<file path="src/rtl/sevenseg_mux_if.sv">
// Bundle of the display controller's data inputs and scan outputs.
// The master drives the digit data and load strobe; the slave (the mux) drives the display pins.
interface sevenseg_mux_if #(
    parameter int unsigned NUM_DIGITS = 4
);
    logic [4*NUM_DIGITS-1:0] value;
    logic                    load;
    logic [NUM_DIGITS-1:0]   dp_mask;
    logic                    blank_lz;
    logic [6:0]              seg;
    logic                    dp;
    logic [NUM_DIGITS-1:0]   an;
    logic                    frame_done;

    modport master (
        output value, load, dp_mask, blank_lz,
        input  seg, dp, an, frame_done
    );

    modport slave (
        input  value, load, dp_mask, blank_lz,
        output seg, dp, an, frame_done
    );
endinterface

</file>
<file path="src/rtl/sevenseg_mux.sv">
// Time-multiplexed seven-segment display driver.
// Each digit gets a slot of DIV cycles; the first cycle of every slot is dead time with all
// anodes off so the previous digit's pattern never ghosts onto the next one. Digit data is
// held in shadow registers loaded by a level-sampled load strobe. All outputs are registered.
module sevenseg_mux #(
    parameter int unsigned NUM_DIGITS     = 4,
    parameter int unsigned DIV            = 100000,
    parameter bit          SEG_ACTIVE_LOW = 1'b1
) (
    input logic             clk,
    input logic             reset_n,
    sevenseg_mux_if.slave   bus
);

    localparam int unsigned CntW = (DIV > 1) ? $clog2(DIV) : 1;
    localparam int unsigned IdxW = (NUM_DIGITS > 1) ? $clog2(NUM_DIGITS) : 1;
    localparam logic [CntW-1:0] CntLast = CntW'(DIV - 1);
    localparam logic [IdxW-1:0] IdxLast = IdxW'(NUM_DIGITS - 1);

    // Segment codes are generated active-low (a..g) and flipped at the end if needed.
    function automatic logic [6:0] hex_to_seg(input logic [3:0] nib);
        logic [6:0] code;
        unique case (nib)
            4'h0: code = 7'b0000001;
            4'h1: code = 7'b1001111;
            4'h2: code = 7'b0010010;
            4'h3: code = 7'b0000110;
            4'h4: code = 7'b1001100;
            4'h5: code = 7'b0100100;
            4'h6: code = 7'b0100000;
            4'h7: code = 7'b0001111;
            4'h8: code = 7'b0000000;
            4'h9: code = 7'b0001100;
            4'hA: code = 7'b0001000;
            4'hB: code = 7'b1100000;
            4'hC: code = 7'b0110001;
            4'hD: code = 7'b1000010;
            4'hE: code = 7'b0110000;
            4'hF: code = 7'b0111000;
        endcase
        return code;
    endfunction

    logic [CntW-1:0]         cnt_q, cnt_d;
    logic [IdxW-1:0]         idx_q, idx_d;
    logic [4*NUM_DIGITS-1:0] val_q, val_d;
    logic [NUM_DIGITS-1:0]   dpm_q, dpm_d;
    logic                    blz_q, blz_d;
    logic [6:0]              seg_q, seg_d;
    logic                    dp_q, dp_d;
    logic [NUM_DIGITS-1:0]   an_q, an_d;
    logic                    fd_q, fd_d;

    logic                    cnt_wrap;
    logic [3:0]              nib_sel;
    logic                    dp_sel;
    logic                    blank_sel;
    logic                    zero_above;
    logic                    active;
    logic [6:0]              seg_al;
    logic                    dp_al;

    // Slot counter and digit index; the index steps only when the slot counter wraps.
    always_comb begin
        cnt_wrap = (cnt_q == CntLast);
        cnt_d    = cnt_wrap ? '0 : cnt_q + 1'b1;
        idx_d    = idx_q;
        if (cnt_wrap) begin
            idx_d = (idx_q == IdxLast) ? '0 : idx_q + 1'b1;
        end
    end

    // Shadow capture; load is sampled every edge, independent of scan position.
    always_comb begin
        val_d = bus.load ? bus.value    : val_q;
        dpm_d = bus.load ? bus.dp_mask  : dpm_q;
        blz_d = bus.load ? bus.blank_lz : blz_q;
    end

    // Select the current digit and decide blanking; scan from the top so zero_above
    // accumulates "this nibble and every one above it is zero".
    always_comb begin
        nib_sel    = 4'h0;
        dp_sel     = 1'b0;
        blank_sel  = 1'b0;
        zero_above = 1'b1;
        for (int i = NUM_DIGITS - 1; i >= 0; i--) begin
            zero_above = zero_above & (val_q[4*i +: 4] == 4'h0);
            if (idx_q == IdxW'(i)) begin
                nib_sel   = val_q[4*i +: 4];
                dp_sel    = dpm_q[i];
                blank_sel = (i != 0) && blz_q && zero_above;
            end
        end
    end

    // Next output values from the pre-edge scan position and shadow state.
    always_comb begin
        active = (cnt_q != '0) && !blank_sel;
        seg_al = active ? hex_to_seg(nib_sel) : 7'b1111111;
        dp_al  = !(active && dp_sel);
        an_d   = active ? ~(NUM_DIGITS'(1) << idx_q) : '1;
        seg_d  = SEG_ACTIVE_LOW ? seg_al : ~seg_al;
        dp_d   = SEG_ACTIVE_LOW ? dp_al  : ~dp_al;
        fd_d   = cnt_wrap && (idx_q == IdxLast);
    end

    // State and output registers with synchronous active-low reset.
    always_ff @(posedge clk) begin
        if (!reset_n) begin
            cnt_q <= '0;
            idx_q <= '0;
            val_q <= '0;
            dpm_q <= '0;
            blz_q <= 1'b0;
            seg_q <= SEG_ACTIVE_LOW ? 7'b1111111 : 7'b0000000;
            dp_q  <= SEG_ACTIVE_LOW;
            an_q  <= '1;
            fd_q  <= 1'b0;
        end else begin
            cnt_q <= cnt_d;
            idx_q <= idx_d;
            val_q <= val_d;
            dpm_q <= dpm_d;
            blz_q <= blz_d;
            seg_q <= seg_d;
            dp_q  <= dp_d;
            an_q  <= an_d;
            fd_q  <= fd_d;
        end
    end

    assign bus.seg        = seg_q;
    assign bus.dp         = dp_q;
    assign bus.an         = an_q;
    assign bus.frame_done = fd_q;

endmodule

</file>
<file path="src/flat_wrapper.sv">
// flat-port wrapper written by rule: the top's interface ports become plain ports
module sevenseg_mux_flat 
#(
    parameter int unsigned NUM_DIGITS     = 4,
    parameter int unsigned DIV            = 100000,
    parameter bit          SEG_ACTIVE_LOW = 1'b1
)
  (clk, reset_n, bus_value, bus_load, bus_dp_mask, bus_blank_lz, bus_seg, bus_dp, bus_an, bus_frame_done);
  sevenseg_mux_if #(.NUM_DIGITS(NUM_DIGITS)) bus_i ();
  input logic clk;
  input logic reset_n;
  input wire logic [$bits(bus_i.value)-1:0] bus_value;
  input wire logic [$bits(bus_i.load)-1:0] bus_load;
  input wire logic [$bits(bus_i.dp_mask)-1:0] bus_dp_mask;
  input wire logic [$bits(bus_i.blank_lz)-1:0] bus_blank_lz;
  output wire logic [$bits(bus_i.seg)-1:0] bus_seg;
  output wire logic [$bits(bus_i.dp)-1:0] bus_dp;
  output wire logic [$bits(bus_i.an)-1:0] bus_an;
  output wire logic [$bits(bus_i.frame_done)-1:0] bus_frame_done;
  assign bus_i.value = bus_value;
  assign bus_i.load = bus_load;
  assign bus_i.dp_mask = bus_dp_mask;
  assign bus_i.blank_lz = bus_blank_lz;
  assign bus_seg = bus_i.seg;
  assign bus_dp = bus_i.dp;
  assign bus_an = bus_i.an;
  assign bus_frame_done = bus_i.frame_done;
  sevenseg_mux #(.NUM_DIGITS(NUM_DIGITS), .DIV(DIV), .SEG_ACTIVE_LOW(SEG_ACTIVE_LOW)) u_core (.clk(clk), .reset_n(reset_n), .bus(bus_i));
endmodule
</file>
<file path="config.mk">
export PLATFORM = sky130hd
export DESIGN_NAME = sevenseg_mux_flat
export DESIGN_NICKNAME = d
export VERILOG_FILES = /design/src/rtl/sevenseg_mux_if.sv /design/src/rtl/sevenseg_mux.sv /design/src/flat_wrapper.sv
export SDC_FILE = /design/constraint.sdc
export NUM_CORES = 1
export LEC_CHECK = 0
export ABC_CLOCK_PERIOD_IN_PS = 3600
export CAP_MARGIN = 10
export CORE_AREA = 4 4 72 74
export CTS_CLUSTER_DIAMETER = 120
export CTS_CLUSTER_SIZE = 14
export DETAILED_ROUTE_END_ITERATION = 10
export DIE_AREA = 0 0 76 78
export PLACE_DENSITY = 0.93
export SLEW_MARGIN = 5
export SYNTH_ARGS = -nofsm -noshare
export SYNTH_HDL_FRONTEND = slang
export SYNTH_SLANG_ARGS = --single-unit
</file>
<file path="constraint.sdc">
create_clock -name clk -period 3.6 [get_ports clk]
set_input_delay 0.54 -clock clk [delete_from_list [all_inputs] [get_ports clk]]
set_output_delay 0.54 -clock clk [all_outputs]
set_load 0.05 [all_outputs]
</file>
* Word-level counts from Yosys, hierarchy flattened
Memory sizes are Yosys's and may differ from the RTL's. A register that Yosys moved wholly into a read port is not among the register bits. Index checks and enable logic that the tools add are counted. Widths: inputs -> output; s select.
Cells by class: add/subtract/negate cells 2, multipliers 0, div/mod/pow operators 0, $lt $le $gt $ge 0, equality and inequality tests 4, shift operators 1, multiplexer cells 13, bitwise operators 4, reduce and logical (&&, ||, !) cells 16
Operators by type and width (number):
- $add 17x1->17 const B | 1
- $eq 17x17->1 const B | 1
- $reduce_bool 17->1 | 1
- $mux 4 | 4
- $logic_not 4->1 | 3
- $mux 1 | 8
- $logic_and 1x1->1 | 6
- $eq 2x2->1 const B | 2
- $not 4->4 | 1
- $shl 1x2->4 const A | 1
- $logic_not 1->1 | 3
- $add 2x1->2 const B | 1
- $and 1x1->1 | 2
- $eq 2x1->1 const B | 1
- $logic_not 2->1 | 1
- $mux 2 | 1
- $reduce_and 2->1 | 1
- $reduce_or 2->1 | 1
- $not 1->1 | 1
Storage, ports and cells: flip-flop bits (word level) 46, bits in latches 0, memory bits (writable) 0, ROM bits 112, input bits 24, output and inout bits 13, memories 1
Memories:
- (name not given) | depth 16, width 7, rd ports 1, clocked after memory_dff 1, write ports 0, line sevenseg_mux.sv:23 | unique case (nib)

* Depth between registers and ports, before layout
Gate-level depths: netlist of the first run.
depth after elaboration 10, mapped depth 11, mapped depth without buffers 10

* Worst setup path after synthesis of the first run
Ideal clock, no wire load.
kind register -> register, start reg u_core.idx_q[1], end reg u_core.seg_q[3] (netlist: u_core.bus.seg[3]), setup time 132 ps, arrival 2148 ps, data required time 3468 ps, setup slack 1319 ps, cell stages (with the launch flop) 11, path buffers 1, clock period less this slack 2281 ps, cells stage by stage dfxtp_1 -> inv_1 -> ha_1 -> buf_2 -> nand4bb_1 -> a32oi_1 -> inv_1 -> ha_1 -> mux2_2 -> nand2_1 -> o2111ai_1
On the way: longest elaborated chain between the ends 9
Ends and longest elaborated chain:
- start: declaration | line sevenseg_mux.sv:45 | logic [IdxW-1:0] idx_q, idx_d;
- start signal: assignment | line sevenseg_mux.sv:122 | idx_q <= idx_d;
- $eq 2x2->1 | line sevenseg_mux.sv:89 | if (idx_q == IdxW'(i)) begin
- $mux 1 (4 in series) | line sevenseg_mux.sv:89
- $logic_not 1->1 | line sevenseg_mux.sv:99 | active = (cnt_q != '0) && !blank_sel;
- $logic_and 1x1->1 | line sevenseg_mux.sv:99
- $reduce_and 2->1 (no line)
- $logic_not 1->1 (no line)
- end: declaration | line sevenseg_mux.sv:49 | logic [6:0] seg_q, seg_d;
Parallel ways exist; a longest one is shown, timed or not. A chain may end at the register's enable or synchronous reset.

* Worst setup path in the final report of the first run
start reg u_core.idx_q[0], end reg u_core.seg_q[3] (netlist: u_core.bus.seg[3])
Same word-level chain as after synthesis.

==> impl_results.md, run 1 <==
- Boundary Pins: 37
- Gr ovfl total: 0
- Sequential area share after synthesis: 41.5%
- Final setup vio count: 0
- Die X-Extent: 76 um
- Worst skew pair latency: 0.30 ns
- Setup slack at placement: 1.04 ns
- Leakage: 1.16 nW
- Total negative slack: 0 ns
- H-tree levels: 2
- Number of core rows: 25
- Buffers and inverters on the worst path: 2
- Ys flop type: dfxtp_1
- Slew margin rel.: 60.0%
- CP top delay family: compound AO/OA/AOI/OAI gates
- Final slew viol count: 0
- Initial antenna violation count: 0
- Status: completed
- TritonCTS clock tree: done
- Sw Ratio: 26.4%
- Ant diodes: 0
- Max-cap violations: 0
- R2R depth: 10
- Avg WL per Cell: 14.0 um
- Worst hold start: u_core.cnt_q[0]$_SDFF_PP0_
- Postcts setup bufs: 0
- CTS Buffer Depth: 2
- Worst hold slack: 0.489 ns
- Clk_skew: 0.0123 ns
- Cell internal pwr: 0.829 mW
- Hold-critical path depth: 1
- Mapped cell area: 2550 um^2
- Critical Path End Type: register
- Vias in the first global route: 1817
- Area of the multi-input gates: 1350 um^2
- Placed Cells: 345
- Worst Slack Setup Final: 1.00 ns
- Synth Warn #: 0
- F_max: 385 MHz
- Class of the worst hold path: register to register
- # clock sinks: 53
- Core Region: 4600 um^2
- Fin cells: 353
- Origin of the critical flop-to-flop path: u_core.idx_q[0]$_SDFFE_PN0N_
- Post-synth EDFFs: 0
- Root Driver: clkbuf_8
- Post-route minimum period: 2.60 ns
- Combinational Power Share: 15.6%
- Total Routed Length: 4.94 mm
- Critical path class: register to register
- Synth unique cells: 48
- Worst path arrival time: 2.76 ns
- Worst path slowest cell: dfxtp_1
- Synth Instances: 265
- Fin crit share: 72.2%
- Area Overhead vs Synth: 16.9%
- R2r setup slk: 1.00 ns
- First-pass GRT wire length: 8.27 mm
- CP peak stage delay: 0.41 ns
- RePlAce Congestion: 0.899
- DP HPWL: 3.65 mm
- Via count: 1926
- Nets@finish: 334
- Vias/cell: 5.46
- Crit path launch type: register
- Drt pass-1 iters: 4
- Post-Syn Nets: 301
- Clk slew on worst S/H paths: 0.10 ns
- Largest net degree at the start of global routing: 28
- Worst Hold End: u_core.cnt_q[0]$_SDFF_PP0_
- I/O Buffers: 36
- Inserted Clock Buffers: 5
- Reg power frac: 55.9%
- Register area: 1060 um^2
- FILL cells: 331
- DRT iter0 DRCs: 120
- FFs w/ async S/R, synth: 0%
- Hold buffer count at cts: 0
- Clock power share: 28.5%
- Critical-path maximum fanout: 13
- RSZ-0062 raised after global routing: no
- Net Sw Power: 0.298 mW
- Reg2reg end: u_core.bus.seg[3]$_SDFF_PN1_
- Worst-Margin Slew: 0.600 ns
- CP cell instances: inv_1 -> ha_1 -> a21oi_1 -> o21ai_0 -> a22oi_1 -> inv_1 -> ha_1 -> mux2_2 -> nand2_1 -> o2111ai_1
- GRT Overall Usage: 16.7%
- Share of layout cells above drive strength 1: 7.02%
- VDD IR max: 0.240 mV
- Final hold vios: 0
- Synth Area per Inst: 9.64 um^2
- Die Ht: 78 um
- Die area: 5930 um^2
- CTS-repair resized insts: 0
- Synth Register Bits: 53
- Initial Util: 55.6%
- Post-route ant nets: 0
- CP required: 3.76 ns
- Remaining DRCs: 0
- Power per cell area: 377 nW/um^2
-- worst max path at each step --
stage / start / to / slack [ns] / depth (start not counted)
6_report: u_core.idx_q[0]$_SDFFE_PN0N_ / u_core.bus.seg[3]$_SDFF_PN1_ / 1.00 / 10
3_3_place_gp: u_core.idx_q[0]$_SDFFE_PN0N_ / u_core.bus.seg[3]$_SDFF_PN1_ / 1.18 / 9
4_1_cts: u_core.idx_q[0]$_SDFFE_PN0N_ / u_core.bus.seg[3]$_SDFF_PN1_ / 1.02 / 10
2_1_floorplan: u_core.idx_q[1]$_SDFFE_PN0N_ / u_core.bus.seg[3]$_SDFF_PN1_ / 1.32 / 10
5_1_grt: u_core.idx_q[0]$_SDFFE_PN0N_ / u_core.bus.seg[3]$_SDFF_PN1_ / 0.74 / 10
3_5_place_dp: u_core.idx_q[0]$_SDFFE_PN0N_ / u_core.bus.seg[3]$_SDFF_PN1_ / 1.04 / 10
-- registers in the layout, summed over array words and instances (netlist names) --
| signal | count |
|---|---|
| u_core.blz_q | 1 |
| u_core.bus.an | 4 |
| u_core.bus.dp | 1 |
| u_core.bus.frame_done | 1 |
| u_core.bus.seg | 7 |
| u_core.cnt_q | 17 |
| u_core.dpm_q | 4 |
| u_core.idx_q | 2 |
| u_core.val_q | 16 |
-- cells in the mapped netlist, drive strengths merged, types with 2 or more instances --
master   number  share of area, %
ha           12               5.9
nand3         6               1.4
mux2          3               1.3
xor2          8               2.7
nand2        22               3.2
nor2         20               2.9
nor4          3              0.73
xnor2         7               2.4
mux2i        24               9.4
clkbuf        3              0.44
and3          4              0.98
o21ai         4              0.78
o211ai        2              0.78
a21oi         8               1.7
nand4bb       2              0.88
nand2b        3              0.73
nand4         4              0.98
nand3b        5               1.5
a32oi         2              0.98
buf          10               3.5
nor3          6               1.8
dfxtp        53                42
nor2b        24               5.9
a211oi        2              0.59
inv          13               1.9
a22oi         3              0.88
-- cell families (layout without fill, tap and decap cells) --
family / Yosys count / in the layout / synth area share, %
simple gates: 106 / 106 / 23.3
flops: 53 / 53 / 41.5
compound gates: 26 / 26 / 7.64
xor+xnor: 15 / 15 / 5.14
mux: 27 / 27 / 10.7
buf+inv: 26 / 60 / 5.83
fa+ha+maj: 12 / 12 / 5.88
-- metal layers --
layer	vias to the layer above	wire length, um	GRT usage (%)	share of wire (%)
li1	975	-	-	-
met2	42	2330	27.0	47
met4	0	73	5.52	1.5
met3	8	207	4.18	4.2
met1	901	2330	21.6	47
met5	-	0	0	0
-- cell type report --
class                           count  area share [%]
Clock buffer                        6            2.43
Clock inverter                      2           0.335
Inverter                           13            1.63
Multi-Input combinational cell    186            45.0
Sequential cell                    53            35.5
Tap cell                           54            2.26
Timing Repair Buffer               39            12.8
-- power groups by stage --
stage	Sequential (mW)	Combinational, mW	Clock [mW]
after CTS	0.630	0.177	0.323
after detailed placement	0.644	0.176	0
after global routing	0.633	0.189	0.354
after floorplan	0.675	0.0839	0
final	0.631	0.175	0.322
after global placement	0.643	0.172	0
-- metrics by stage --
step	area, um^2	utilization (%)	total power, mW
5_1_grt	2990	65.0	1.18
6_report	2990	65.0	1.13
2_1_floorplan	2550	-	0.759
4_1_cts	2990	65.0	1.13
3_5_place_dp	2910	63.2	0.820
3_3_place_gp	2910	63.2	0.815
-- cells in the final DEF (no fill, tap or decap), types with 3 or more instances in the layout --
cell / count
nand3b_1: 5
mux2i_1: 24
inv_1: 13
xnor2_1: 7
ha_1: 12
xor2_1: 8
mux2_2: 3
a21oi_1: 7
nor4_1: 3
nor2b_1: 24
nor3_1: 4
nor2_1: 20
nand3_1: 5
buf_4: 3
dfxtp_1: 53
and3_1: 4
clkdlybuf4s50_1: 36
clkbuf_8: 5
nand4_1: 4
o21ai_0: 3
nand2_1: 22
nand2b_1: 3
a22oi_1: 3
Power figures use the tool's default switching activity.
==> inputs of run 2 (changes only) <==
--- a/config.mk
+++ b/config.mk
@@ -5,14 +5,14 @@
 export SDC_FILE = /design/constraint.sdc
 export NUM_CORES = 1
 export LEC_CHECK = 0
-export ABC_CLOCK_PERIOD_IN_PS = 3600
+export ABC_CLOCK_PERIOD_IN_PS = 2330
 export CAP_MARGIN = 10
-export CORE_AREA = 4 4 72 74
+export CORE_AREA = 4 4 78 80
 export CTS_CLUSTER_DIAMETER = 120
 export CTS_CLUSTER_SIZE = 14
 export DETAILED_ROUTE_END_ITERATION = 10
-export DIE_AREA = 0 0 76 78
-export PLACE_DENSITY = 0.93
+export DIE_AREA = 0 0 82 84
+export PLACE_DENSITY = 0.85
 export SLEW_MARGIN = 5
 export SYNTH_ARGS = -nofsm -noshare
 export SYNTH_HDL_FRONTEND = slang
==> constraint.sdc (replaced) <==
create_clock -name clk -period 2.33 [get_ports clk]
set_input_delay 0.3495 -clock clk [delete_from_list [all_inputs] [get_ports clk]]
set_output_delay 0.3495 -clock clk [all_outputs]
set_load 0.05 [all_outputs]
==> run 2 against run 1 <==
  * Design area increased by 5.7%
  * Clock power up 94%
  * Critical path type unchanged
  * Sequential power rose by 54%
  * Sequential share of layout area is 1.8 points lower
  * Combinational power increased by 64%
  * Critical path depth is 1 lower
  * Via count increased by 0.99%
  * Largest cell class unchanged
  * Global-route usage fell by 0.68 points
  * Register-to-register slack got worse by 0.82 ns
  * Total power is 67% higher
  * Critical endpoint unchanged
==> impl_results.md, run 2 (synthesis gave the netlist of run 1 again) <==
- Placement Cell Area: 3000 um^2 (+3.1%)
- CP peak stage delay: 0.39 ns (-0.02 ns)
- Critical Path End Type: register
- DRT iter0 DRCs: 86 (-28%)
- VDD IR max: 0.400 mV (+67%)
- Nets@finish: 345 (+3.3%)
- TritonCTS clock tree: done
- Final hold vios: 0 (unchanged)
- Tot Pwr: 1.89 mW (+67%)
- CP top delay family: adder cells
- Initial Util: 47.3% (-8.3 points)
- Die area: 6890 um^2 (+16%)
- GRT Overall Usage: 16.0% (-0.68 points)
- Clk slew on worst S/H paths: 0.10 ns (about the same)
- Power per cell area: 597 nW/um^2 (+58%)
- Remaining DRCs: 0 (unchanged)
- Buffers and inverters on the worst path: 2 (unchanged)
- F_max: 465 MHz (+21%)
- CP required: 2.49 ns (-1.27 ns)
- H-tree levels: 2 (unchanged)
- Clk_skew: 0.0132 ns (+0.000837 ns)
- Inserted Clock Buffers: 5 (unchanged)
- DP HPWL: 3.93 mm (+7.6%)
- Slew margin rel.: 66.3% (+6.3 points)
- Ant diodes: 0 (unchanged)
- FILL cells: 467 (+41%)
- Via count: 1945 (+0.99%)
- Post-route minimum period: 2.15 ns (-0.446 ns)
- Worst path arrival time: 2.31 ns (-0.45 ns)
- Register area: 1060 um^2 (+0.24%)
- Most Frequent Cell on Critical Path: inv_1
- Area of the multi-input gates: 1370 um^2 (+2.1%)
- RePlAce Congestion: 0.840 (-6.6%)
- Final setup vio count: 0 (unchanged)
- Final slew viol count: 0 (unchanged)
- Drt pass-1 iters: 4 (unchanged)
- Initial antenna violation count: 0 (unchanged)
- CP cell instances: inv_1 -> ha_2 -> nand4bb_1 -> a32oi_2 -> inv_1 -> ha_1 -> mux2_2 -> nand2_1 -> o2111ai_1
- Vias in the first global route: 1947 (+7.2%)
- RSZ-0062 raised after global routing: no
- Number of core rows: 27 (+8.0%)
- Biggest register: u_core.cnt_q
- Most frequent cells in the layout: dfxtp_1, clkdlybuf4s50_1, mux2i_1, nor2b_1, nand2_1
- First-pass GRT wire length: 8.75 mm (+5.8%)
- Vias/cell: 5.09 (-6.7%)
- Worst skew pair latency: 0.31 ns (about the same)
- Boundary Pins: 37 (unchanged)
- Fin crit share: 92.4% (+20 points)
- Share of layout cells above drive strength 1: 12.9% (+5.9 points)
- Avg WL per Cell: 13.9 um (-0.37%)
- Most common cell after layout, fill and taps aside: dfxtp_1
- Max-cap violations: 0 (unchanged)
- Critical path class: register to register
- Critical-path maximum fanout: 7 (-6)
- Post-route ant nets: 0 (unchanged)
- Total negative slack: 0 ns (unchanged)
- Area Overhead vs Synth: 23.6%
- Die Ht: 84 um (+7.7%)
- # clock sinks: 53 (unchanged)
- Largest net degree at the start of global routing: 27 (-3.6%)
- Largest register FFs: 17 (unchanged)
- Worst-Margin Slew: 0.504 ns (-0.0966 ns)
- CTS Buffer Depth: 2 (unchanged)
- Crit path launch type: register
- Finished Cell Area: 3160 um^2 (+5.7%)
- Leakage: 1.22 nW (+5.5%)
- I/O Buffers: 36 (unchanged)
- Gr ovfl total: 0 (unchanged)
- Root Driver: clkbuf_8
- Total Routed Length: 5.33 mm (+7.8%)
- Die X-Extent: 82 um (+7.9%)
- Core Region: 5410 um^2 (+18%)
- Class of the worst hold path: register to register
- Worst path slowest cell: dfxtp_2
- Status: completed
## run 2: cell types whose count changed in the layout (fill, tap and decap cells not counted), sizes merged
| cell | change |
|---|---|
| bufinv | +1 |
| clkbuf | -1 |
| buf | +11 |
| clkinv | -1 |
| clkinvlp | +1 |
## run 2: path summary, 6_finish.rpt
| kind | startpoint | end | slack, ns | depth (start not counted) |
|---|---|---|---|---|
| hold / removal | u_core.cnt_q[0]$_SDFF_PP0_ | u_core.cnt_q[0]$_SDFF_PP0_ | 0.48 | 1 |
| hold reg to reg | u_core.cnt_q[0]$_SDFF_PP0_ | u_core.cnt_q[0]$_SDFF_PP0_ | 0.48 | 1 |
| setup / recovery | u_core.idx_q[1]$_SDFFE_PN0N_ | u_core.bus.seg[3]$_SDFF_PN1_ | 0.18 | 9 |
| setup reg to reg | u_core.idx_q[1]$_SDFFE_PN0N_ | u_core.bus.seg[3]$_SDFF_PN1_ | 0.18 | 9 |
## run 2: final cells by class
| cell class | instances | share of cell area [%] |
|---|---|---|
| clock inverters | 3 | 1.47 |
| repair buffers | 50 | 14.7 |
| well taps | 72 | 2.85 |
| inverters | 13 | 1.55 |
| multi-input cells | 186 | 43.5 |
| flip-flops and latches | 53 | 33.7 |
| clock buffers | 5 | 2.18 |
## run 2: layer usage
metal / track usage (%) / wire, um
met1: 18.2 / 2230
met2: 28.5 / 2790
met3: 3.35 / 209
met4: 5.74 / 88
met5: 0 / 0
## run 2: what timing repair did
item                                   4_1_cts  5_1_grt
setup endpoints to repair                    0        9
endpoints found under the hold margin        0        0
setup buffers                                0        2
hold buffers                                 0        0
resized for setup                            0        8
## run 2: per-stage QoR
step / hold slack [ns] / util (%) / setup slack, ns / cells
3_5_place_dp: 0.469 / 55.4 / 0.0479 / 372
4_1_cts: 0.493 / 57.5 / 0.0133 / 380
5_1_grt: 0.517 / 58.4 / 0.0344 / 382
3_3_place_gp: 0.458 / 55.4 / 0.176 / 372
6_report: 0.484 / 58.4 / 0.178 / 382
2_1_floorplan: 0.441 / - / 0.0494 / 265
## run 2: worst register-to-register path: cells and delay by family, from the launching register on
kind                     cells  cell delay, ns
AND/OR/NAND/NOR              2            0.28
AO/OA/AOI/OAI                2            0.32
multiplexers                 1            0.26
adder cells (fa/ha/maj)      2            0.53
buffers and inverters        2            0.21
flip-flops                   1            0.39
## run 2: power breakdown
| part | switching, mW | total, mW | internal, mW |
|---|---|---|---|
| Sequential | 0.0265 | 0.974 | 0.947 |
| Clock | 0.304 | 0.626 | 0.322 |
| Combinational | 0.150 | 0.287 | 0.137 |
